$ cat src/rtl/xge_pkt_tx_gen_if.sv
// Client-side transmit bus between a frame source and the xge_mac pkt_tx_* port.
// The source drives frame words; the MAC returns its almost-full back-pressure flag.
interface xge_pkt_tx_gen_if;
  logic [63:0] pkt_tx_data;
  logic        pkt_tx_val;
  logic        pkt_tx_sop;
  logic        pkt_tx_eop;
  logic [2:0]  pkt_tx_mod;
  logic        pkt_tx_full;

  modport master (
    output pkt_tx_data, pkt_tx_val, pkt_tx_sop, pkt_tx_eop, pkt_tx_mod,
    input  pkt_tx_full
  );

  modport slave (
    input  pkt_tx_data, pkt_tx_val, pkt_tx_sop, pkt_tx_eop, pkt_tx_mod,
    output pkt_tx_full
  );
endinterface

$ cat src/rtl/xge_pkt_tx_gen.sv
// Burst frame generator for the xge_mac transmit client port: incrementing-byte
// frames of a clamped length, honouring almost-full back-pressure and an idle gap.
module xge_pkt_tx_gen #(
  parameter int MIN_LEN    = 64,
  parameter int MAX_LEN    = 9600,
  parameter int GAP_CYCLES = 2
) (
  input  logic                 clk_156m25,
  input  logic                 reset_156m25,
  input  logic                 start,
  input  logic [15:0]          cfg_pkt_count,
  input  logic [13:0]          cfg_pkt_len,
  xge_pkt_tx_gen_if.master     tx,
  output logic                 busy,
  output logic                 done,
  output logic [15:0]          sent_count
);

  typedef enum logic [1:0] {IDLE, SEND, GAP} state_t;

  state_t      state, state_nxt;
  logic [15:0] frames_left, frames_left_nxt;
  logic [7:0]  frame_idx, frame_idx_nxt;
  logic [10:0] word_idx, word_idx_nxt;
  logic [10:0] words_m1, words_m1_nxt;
  logic [2:0]  eop_mod, eop_mod_nxt;
  logic [15:0] gap_cnt, gap_cnt_nxt;
  logic        inc_p1, inc_p0;
  logic        full_p1;
  logic        busy_nxt, done_nxt;
  logic [15:0] sent_nxt;

  logic [63:0] data_p0, data_p1;
  logic        vld_p0, vld_p1;
  logic        sop_p0, sop_p1;
  logic        eop_p0, eop_p1;
  logic [2:0]  mod_p0, mod_p1;

  logic [13:0] len_c;
  logic [10:0] words_c;
  logic        last_word;
  logic [63:0] word_c;

  function automatic logic [13:0] clamp_len(input logic [13:0] len);
    logic [13:0] r;
    r = len;
    if (len < 14'(MIN_LEN))
      r = 14'(MIN_LEN);
    else if (len > 14'(MAX_LEN))
      r = 14'(MAX_LEN);
    return r;
  endfunction

  // Byte k of frame f is (f + k) mod 256; bytes past the frame end are zeroed.
  function automatic logic [63:0] build_word(input logic [7:0] f8, input logic [4:0] w_lo,
                                             input logic last, input logic [2:0] m);
    logic [7:0]  base;
    logic [63:0] word;
    base = f8 + {w_lo, 3'b000};
    word = '0;
    for (int j = 0; j < 8; j++) begin
      if (!last || (m == 3'd0) || (j < int'(m)))
        word[63-8*j -: 8] = base + 8'(j);
    end
    return word;
  endfunction

  assign len_c     = clamp_len(cfg_pkt_len);
  assign words_c   = 11'((15'(len_c) + 15'd7) >> 3);
  assign last_word = (word_idx == words_m1);
  assign word_c    = build_word(frame_idx, word_idx[4:0], last_word, eop_mod);

  always_comb begin
    state_nxt       = state;
    frames_left_nxt = frames_left;
    frame_idx_nxt   = frame_idx;
    word_idx_nxt    = word_idx;
    words_m1_nxt    = words_m1;
    eop_mod_nxt     = eop_mod;
    gap_cnt_nxt     = gap_cnt;
    inc_p0          = 1'b0;
    busy_nxt        = busy;
    done_nxt        = 1'b0;
    sent_nxt        = inc_p1 ? sent_count + 16'd1 : sent_count;
    data_p0         = '0;
    vld_p0          = 1'b0;
    sop_p0          = 1'b0;
    eop_p0          = 1'b0;
    mod_p0          = 3'd0;

    case (state)
      IDLE: begin
        if (start) begin
          sent_nxt = '0;
          if (cfg_pkt_count == 16'd0) begin
            done_nxt = 1'b1;
          end else begin
            state_nxt       = SEND;
            busy_nxt        = 1'b1;
            frames_left_nxt = cfg_pkt_count;
            frame_idx_nxt   = '0;
            word_idx_nxt    = '0;
            words_m1_nxt    = words_c - 11'd1;
            eop_mod_nxt     = len_c[2:0];
          end
        end
      end
      SEND: begin
        // Registered full gives the MAC one word of slack after it asserts.
        if (!full_p1) begin
          vld_p0  = 1'b1;
          sop_p0  = (word_idx == 11'd0);
          data_p0 = word_c;
          if (last_word) begin
            eop_p0          = 1'b1;
            mod_p0          = eop_mod;
            inc_p0          = 1'b1;
            frames_left_nxt = frames_left - 16'd1;
            frame_idx_nxt   = frame_idx + 8'd1;
            word_idx_nxt    = '0;
            gap_cnt_nxt     = '0;
            if ((GAP_CYCLES == 0) && (frames_left != 16'd1))
              state_nxt = SEND;
            else
              state_nxt = GAP;
          end else begin
            word_idx_nxt = word_idx + 11'd1;
          end
        end
      end
      GAP: begin
        // The final gap runs one cycle longer so done lands where the next SOP would.
        gap_cnt_nxt = gap_cnt + 16'd1;
        if ((frames_left != 16'd0) && (gap_cnt + 16'd1 == 16'(GAP_CYCLES))) begin
          state_nxt = SEND;
        end else if ((frames_left == 16'd0) && (gap_cnt == 16'(GAP_CYCLES))) begin
          state_nxt = IDLE;
          busy_nxt  = 1'b0;
          done_nxt  = 1'b1;
        end
      end
      default: state_nxt = IDLE;
    endcase
  end

  always_ff @(posedge clk_156m25 or posedge reset_156m25) begin
    if (reset_156m25) begin
      state       <= IDLE;
      frames_left <= '0;
      frame_idx   <= '0;
      word_idx    <= '0;
      words_m1    <= '0;
      eop_mod     <= '0;
      gap_cnt     <= '0;
      inc_p1      <= 1'b0;
      full_p1     <= 1'b0;
      busy        <= 1'b0;
      done        <= 1'b0;
      sent_count  <= '0;
      data_p1     <= '0;
      vld_p1      <= 1'b0;
      sop_p1      <= 1'b0;
      eop_p1      <= 1'b0;
      mod_p1      <= '0;
    end else begin
      state       <= state_nxt;
      frames_left <= frames_left_nxt;
      frame_idx   <= frame_idx_nxt;
      word_idx    <= word_idx_nxt;
      words_m1    <= words_m1_nxt;
      eop_mod     <= eop_mod_nxt;
      gap_cnt     <= gap_cnt_nxt;
      inc_p1      <= inc_p0;
      full_p1     <= tx.pkt_tx_full;
      busy        <= busy_nxt;
      done        <= done_nxt;
      sent_count  <= sent_nxt;
      data_p1     <= data_p0;
      vld_p1      <= vld_p0;
      sop_p1      <= sop_p0;
      eop_p1      <= eop_p0;
      mod_p1      <= mod_p0;
    end
  end

  // ---- output stage p1 ----
  assign tx.pkt_tx_data = data_p1;
  assign tx.pkt_tx_val  = vld_p1;
  assign tx.pkt_tx_sop  = sop_p1;
  assign tx.pkt_tx_eop  = eop_p1;
  assign tx.pkt_tx_mod  = mod_p1;

endmodule

$ cat src/flat_wrapper.sv
// flat-port wrapper written by rule: the top's interface ports become plain ports
module xge_pkt_tx_gen_flat 
#(
  parameter int MIN_LEN    = 64,
  parameter int MAX_LEN    = 9600,
  parameter int GAP_CYCLES = 2
)
  (clk_156m25, reset_156m25, start, cfg_pkt_count, cfg_pkt_len, busy, done, sent_count, tx_pkt_tx_data, tx_pkt_tx_val, tx_pkt_tx_sop, tx_pkt_tx_eop, tx_pkt_tx_mod, tx_pkt_tx_full);
  xge_pkt_tx_gen_if tx_i ();
  input  logic clk_156m25;
  input  logic reset_156m25;
  input  logic start;
  input  logic [15:0] cfg_pkt_count;
  input  logic [13:0] cfg_pkt_len;
  output logic busy;
  output logic done;
  output logic [15:0] sent_count;
  output wire logic [$bits(tx_i.pkt_tx_data)-1:0] tx_pkt_tx_data;
  output wire logic [$bits(tx_i.pkt_tx_val)-1:0] tx_pkt_tx_val;
  output wire logic [$bits(tx_i.pkt_tx_sop)-1:0] tx_pkt_tx_sop;
  output wire logic [$bits(tx_i.pkt_tx_eop)-1:0] tx_pkt_tx_eop;
  output wire logic [$bits(tx_i.pkt_tx_mod)-1:0] tx_pkt_tx_mod;
  input wire logic [$bits(tx_i.pkt_tx_full)-1:0] tx_pkt_tx_full;
  assign tx_pkt_tx_data = tx_i.pkt_tx_data;
  assign tx_pkt_tx_val = tx_i.pkt_tx_val;
  assign tx_pkt_tx_sop = tx_i.pkt_tx_sop;
  assign tx_pkt_tx_eop = tx_i.pkt_tx_eop;
  assign tx_pkt_tx_mod = tx_i.pkt_tx_mod;
  assign tx_i.pkt_tx_full = tx_pkt_tx_full;
  xge_pkt_tx_gen #(.MIN_LEN(MIN_LEN), .MAX_LEN(MAX_LEN), .GAP_CYCLES(GAP_CYCLES)) u_core (.clk_156m25(clk_156m25), .reset_156m25(reset_156m25), .start(start), .cfg_pkt_count(cfg_pkt_count), .cfg_pkt_len(cfg_pkt_len), .tx(tx_i), .busy(busy), .done(done), .sent_count(sent_count));
endmodule
$ cat config.mk
export PLATFORM = sky130hd
export DESIGN_NAME = xge_pkt_tx_gen_flat
export DESIGN_NICKNAME = d
export VERILOG_FILES = /design/src/rtl/xge_pkt_tx_gen_if.sv /design/src/rtl/xge_pkt_tx_gen.sv /design/src/flat_wrapper.sv
export SDC_FILE = /design/constraint.sdc
export NUM_CORES = 1
export LEC_CHECK = 0
export ABC_AREA = 1
export ABC_CLOCK_PERIOD_IN_PS = 6600
export CORE_ASPECT_RATIO = 0.75
export CORE_MARGIN = 1
export CORE_UTILIZATION = 27
export CTS_CLUSTER_DIAMETER = 150
export DETAILED_ROUTE_END_ITERATION = 8
export SLEW_MARGIN = 20
export SYNTH_ARGS = -nofsm -noshare
export SYNTH_HDL_FRONTEND = slang
export SYNTH_SLANG_ARGS = --single-unit
export TNS_END_PERCENT = 50
$ cat constraint.sdc
create_clock -name clk_156m25 -period 6.6 [get_ports clk_156m25]
set_clock_uncertainty 0.15 [all_clocks]
set_input_delay 0.66 -clock clk_156m25 [delete_from_list [all_inputs] [get_ports clk_156m25]]
set_output_delay 0.66 -clock clk_156m25 [all_outputs]
set_load 0.01 [all_outputs]
; Yosys cells after proc, flatten, opt, wreduce, memory -nomap -nowiden
; Index checks and enable logic that the tools add are counted.
[classes]
addsub = 15
multipliers = 0
div_mod_pow = 0
n_lt_le_gt_ge = 9
eq_ne = 12
shifts = 0
mux = 60
bitwise = 1
n_reduce_logical = 26
[ops]
columns = operator, n
row1 = two-way mux 16 bit, 9
row2 = two-way mux 64 bit, 2
row3 = two-way mux 8 bit, 12
row4 = case mux 16 bit (2 select lines), 2
row5 = two-way mux 11 bit, 4
row6 = adder 16 x 1 -> 16 bit (second input constant), 2
row7 = adder 8 x 3 -> 8 bit (second input constant), 4
row8 = == test 16 x 2 -> 1 bit (second input constant), 2
row9 = logical NOT 16 bit, 2
row10 = two-way mux 14 bit, 2
row11 = case mux 11 bit (2 select lines), 1
row12 = adder 8 x 1 -> 8 bit (second input constant), 2
row13 = adder 8 x 2 -> 8 bit (second input constant), 2
row14 = case mux 8 bit (2 select lines), 1
row15 = nonzero test 16 bit, 1
row16 = subtractor 16 x 1 -> 16 bit (second input constant), 1
row17 = two-way mux 1 bit, 15
row18 = AND reduction 5 bit, 3
row19 = adder 14 x 3 -> 14 bit (second input constant), 1
row20 = > comparator 14 bit (second input constant), 1
row21 = < comparator 14 x 7 -> 1 bit (second input constant), 1
row22 = two-way mux 2 bit, 6
row23 = adder 11 x 1 -> 11 bit (second input constant), 1
row24 = == test 11 bit, 1
row25 = 23 further kinds, 45
[totals]
regBits = 156
latchBits = 0
mem_bits_rw = 0
mem_bits_ro = 0
in_bits = 34
output_inout_bits = 88
elab_cells = 139
mem_count = 0

; Depth between registers and ports, before layout
[depth]
word_depth = 7
ltp_mapped = 20
mapped_depth_nobuf = 20

; Worst setup path after synthesis
; OpenSTA, ideal clock, no wires.
[synth_timing]
path_type = flip-flop to flip-flop
from = register u_core.word_idx[0]
to = register u_core.data_p1[23] (netlist: u_core.tx.pkt_tx_data[23])
setup_ns = 0.122
arrival_ns = 2.318
required_ns = 6.328
slack_ns = 4.010
path_stages_with_launch = 10
path_buffers = 1
period_less_slack_ns = 2.590
path_cell_list = dfrtp_1 -> ha_1 -> fa_1 -> buf_2 -> clkinv_1 -> nor2_1 -> inv_2 -> nor3_1 -> xor2_1 -> nor2_1
[synth_between]
elab_chain_len = 7
elab_cells_between_ends = 9
classes_between = add/sub: 2 / eq/ne: 1 / mux: 3 / reduce/logical: 3
[synth_rtl]
columns = item, line
row1 = start: declaration, xge_pkt_tx_gen.sv:24  ; logic [10:0] word_idx, word_idx_nxt;
row2 = start signal: assignment, xge_pkt_tx_gen.sv:169  ; word_idx <= word_idx_nxt;
row3 = branches (longest 4 deep; another with adder 8 bit), -
row4 = two-way mux 8 bit *, xge_pkt_tx_gen.sv:62  ; if (!last || (m == 3'd0) || (j < int'(m)))
row5 = two-way mux 64 bit *, xge_pkt_tx_gen.sv:110  ; if (!full_p1) begin
row6 = two-way mux 64 bit *, xge_pkt_tx_gen.sv:91  ; case (state)
row7 = net u_core.data_p0[23], xge_pkt_tx_gen.sv:33  ; logic [63:0] data_p0, data_p1;
row8 = end signal: assignment, xge_pkt_tx_gen.sv:178  ; data_p1 <= data_p0;
row9 = end: declaration, xge_pkt_tx_gen.sv:33
; Mark *: on every way through the listed nets, which the timed path passes.
; A chain may end at the register's enable or synchronous reset.

; Final worst setup path
[layout_timing]
from = register u_core.state[0]
to = register u_core.gap_cnt[8]
[layout_between]
elab_chain_len = 3
elab_cells_between_ends = 7
classes_between = eq/ne: 4 / mux: 1 / reduce/logical: 2
[layout_rtl]
columns = item, line
row1 = start: declaration, xge_pkt_tx_gen.sv:21  ; state_t state, state_nxt;
row2 = start signal: assignment, xge_pkt_tx_gen.sv:166  ; state <= state_nxt;
row3 = == test 2 x 1 -> 1 bit or == test 2 bit (tied branches), xge_pkt_tx_gen.sv:91
row4 = != test 2 x 1 -> 1 bit (no line) (tied with other cells), -
row5 = AND reduction 3 bit (no line), -
row6 = end signal: assignment, xge_pkt_tx_gen.sv:172  ; gap_cnt <= gap_cnt_nxt;
row7 = end: declaration, xge_pkt_tx_gen.sv:27  ; logic [15:0] gap_cnt, gap_cnt_nxt;
; Several ways; a longest one is shown, not always the timed one.

==> reports/results.tsv <==
stage	metric	value	unit
grt	grt_usage	0.147	
timing	final.period_utilization	0.535	
routing	drt_iter0_drc	483	
synth	synth_mux_area_frac	0	
routing	wl_per_cell	14.2	µm
clocking	cts_setup_buffers	0	
worst_setup_path	crit_path_start_kind	register	
worst_setup_path	crit_path_end_kind	register	
placement	gp_congestion	0.891	
routing	first_pass_iters	5	
clocking	clkTransAtPathRegs	0.07	ns
grt	grt_antenna_before_repair	0	
synth	netlist_area	8310	µm²
die	design.die.area	31500	µm²
synth	synthArstFlopShare	1.00	
synth	synth_top_area_share	0.470	
power	power_density	418	nW/µm²
worst_hold_path	min_path_type	reg -> reg	
placement	dp.cells	1523	
final_layout	design_area	10500	µm²
routing	ant_nets	0	
job	maxCapViolCount	0	
timing	rsz0062_at_grt	no	
clocking	cts_root_buf	clkbuf_16	
synth	ys_top_cells_by_count	nor2_1, nand2_1, dfrtp_1	
clocking	cts_buffers	17	
grt	grt_start_max_net_pins	108	
timing	setup_viol	0	
final_layout	final_cells	1555	
routing	vias_per_cell	4.61	
final_layout	layout-drive-gt1-share	0.0623	
synth	yosys.area_share.simple	0.250	
timing	relSlewSlack	0.364	
clocking	cts_tree	built	
placement	dpl.hpwl	16900	µm
clocking	cts-root-to-sink-buffers	2	
worst_setup_path	r2r_cells	9	
synth	yosys_register_bits	156	
grt	grt_pass1_vias	6942	
grt	grt_pass1_wl	36400	µm
die	die_x	205	µm
power	p_leak	4.71	nW
power	ir_drop	0.203	mV
timing	fin_tns_setup	0	ns
final_layout	antenna_cells	0	
timing	setup_slack	3.07	ns
clocking	clk_latency	0.43	ns
power	total_power	4.39	mW
synth	synth_fa_ha_area_frac	0.0340	
synth	synth-compound-area-share	0.103	
synth	ys_warn_count	0	
worst_setup_path	crit_arrival	3.66	ns
routing	vias	7164	
synth	yosys.area.top_type	dfrtp_1	
clocking	ctsResizeCount	0	
final_layout	area_growth	26.5	%
worst_setup_path	crit_required	6.73	ns
die	row_count	55	
synth	synth_nets	1077	
worst_setup_path	r2r-end	u_core.gap_cnt[8]$_DFFE_PP0P_	
worst_setup_path	critical_path_class	reg -> reg	
die	core_area	30200	µm²
clocking	cts-hold-fix-buffers	0	
synth	netlist_instances	1021	
grt	grt-busiest-layer	met2	
final_layout	nFillCells	3089	
synth	ys_seq_area_frac	0.470	
grt	grt_overflow	0	
run_status	outcome	complete, no violations	
placement	dpl-instance-area	9930	µm²
synth	synth_top_family_by_area	simple AND/OR/NAND/NOR gates	
final_layout	num-nets-final	1199	
worst_setup_path	endpoint	u_core.gap_cnt[8]$_DFFE_PP0P_	
clocking	numClockSinks	156	
synth	yosysMostFrequentCell	nor2_1	
grt	met3_usage	0.0284	
synth	synth_cell_types	47	
timing	worstMarginPinSlew	0.954	ns
placement	dpl_worst_slack	2.85	ns
die	die_h	154	µm
synth	synthXorXnorAreaFrac	0.0655	
routing	drt_wl_total	22100	µm
worst_setup_path	rrSetupSlack	3.07	ns
synth	synth_edf_count	0	
timing	slew_viol_final	0	
timing	report.final.hold_viol_count	0	
worst_setup_path	startpoint	u_core.state[0]$_DFFE_PP0P_	
timing	fin_crit	3.53	ns
routing	remaining_drc_errors	0	
synth	syn_avg_cell_area	8.13	µm²
worst_setup_path	rr_startpoint	u_core.state[0]$_DFFE_PP0P_	
grt	met2_usage	0.221	
synth	ys.flop_type	dfrtp_1	
placement	portBuffers	121	
timing	fmax	283	MHz
worst_setup_path	cp_max_fo	29	
synth	synthTopCellsByArea	dfrtp_1, nor2_1, nand2_1, inv_1, xor2_1	
grt	met1_usage	0.216	
die	io_pins	122	
die	initial_core_util	0.275	
clocking	htree_levels	4	
## worst min-delay path by stage
stage / depth (start not counted) / end / startpoint
6_report: 2 / u_core.words_m1[10]$_DFFE_PP0P_ / u_core.words_m1[10]$_DFFE_PP0P_
5_1_grt: 2 / u_core.words_m1[6]$_DFFE_PP0P_ / u_core.words_m1[6]$_DFFE_PP0P_
3_3_place_gp: 2 / u_core.words_m1[10]$_DFFE_PP0P_ / u_core.words_m1[10]$_DFFE_PP0P_
2_1_floorplan: 1 / u_core.tx.pkt_tx_val$_DFF_PP0_ / u_core.full_p1$_DFF_PP0_
3_5_place_dp: 2 / u_core.words_m1[10]$_DFFE_PP0P_ / u_core.words_m1[10]$_DFFE_PP0P_
4_1_cts: 2 / u_core.words_m1[10]$_DFFE_PP0P_ / u_core.words_m1[10]$_DFFE_PP0P_
## per-stage QoR
stage	hold slack [ns]	utilization
after detailed placement	0.339	0.329
after CTS	0.357	0.348
after global routing	0.394	0.348
after global placement	0.337	0.329
after floorplan	0.300	-
final	0.353	0.348
## area by class of cell
| cell class | count | area, µm² | area share |
|---|---|---|---|
| Inverter | 143 | 542 | 0.0516 |
| Multi-Input combinational cell | 701 | 3750 | 0.357 |
| Timing Repair Buffer | 124 | 1230 | 0.117 |
| Sequential cell | 156 | 3900 | 0.372 |
| Clock buffer | 19 | 443 | 0.0422 |
| Tap cell | 399 | 499 | 0.0475 |
| Clock inverter | 13 | 130 | 0.0124 |
## cell families after synthesis
logic type / count (synthesis)
compound gates: 151
xor+xnor: 60
fa+ha+maj: 22
buf+inv: 164
flops: 156
simple gates: 468
## worst max-delay path, stage by stage (launching register included)
cell and delay, ns:
dfrtp_1 0.38, inv_1 0.06, nor2_2 0.56, inv_1 0.64, nor2_2 0.43, inv_1 0.30, nor2_1 0.25, inv_2 0.10
nand2_1 0.35, o22ai_1 0.13
## routing by layer
metal / routed length (µm) / vias to the layer above / share of wire
li1: - / 3553 / -
met1: 11300 / 3427 / 0.51
met2: 9570 / 168 / 0.43
met3: 1050 / 16 / 0.048
met4: 169 / 0 / 0.0076
met5: 0 / - / 0
## where the power goes
part | internal [mW] | leakage [nW] | switching, mW | total (mW)
logic | 0.761 | 2.40 | 1.17 | 1.93
registers | 1.25 | 2.05 | 0.251 | 1.51
clock network | 0.537 | 0.268 | 0.418 | 0.954
## cell usage in the layout, fill, tap and decap left out, drive strengths merged
cell type and n:
nand2 173, nand4 19, o211ai 2, a21o 1, nor4 6, nor3b 1
fa 1, and3 1, nand3 51, buf 3, a211oi 6, or2 1
o21ai 55, bufinv 1, o21a 6, inv 144, o31ai 3, clkdlybuf4s50 121
a31oi 8, a21oi 50, ha 21, clkbuf 19, nor2 179, xnor2 20
nor3 35, o22ai 17, clkinv 7, a32o 1, a221oi 1, dfrtp 156
xor2 40, clkinvlp 4, nand3b 2, a311oi 1
## flip-flops by register name, summed over array words and instances (netlist names), 3 cells and up
register	flops
u_core.eop_mod	3
u_core.gap_cnt	16
u_core.tx.pkt_tx_mod	3
u_core.words_m1	11
u_core.word_idx	11
u_core.sent_count	16
u_core.tx.pkt_tx_data	64
u_core.frames_left	16
u_core.frame_idx	8
(Power assumes the default switching activity.)
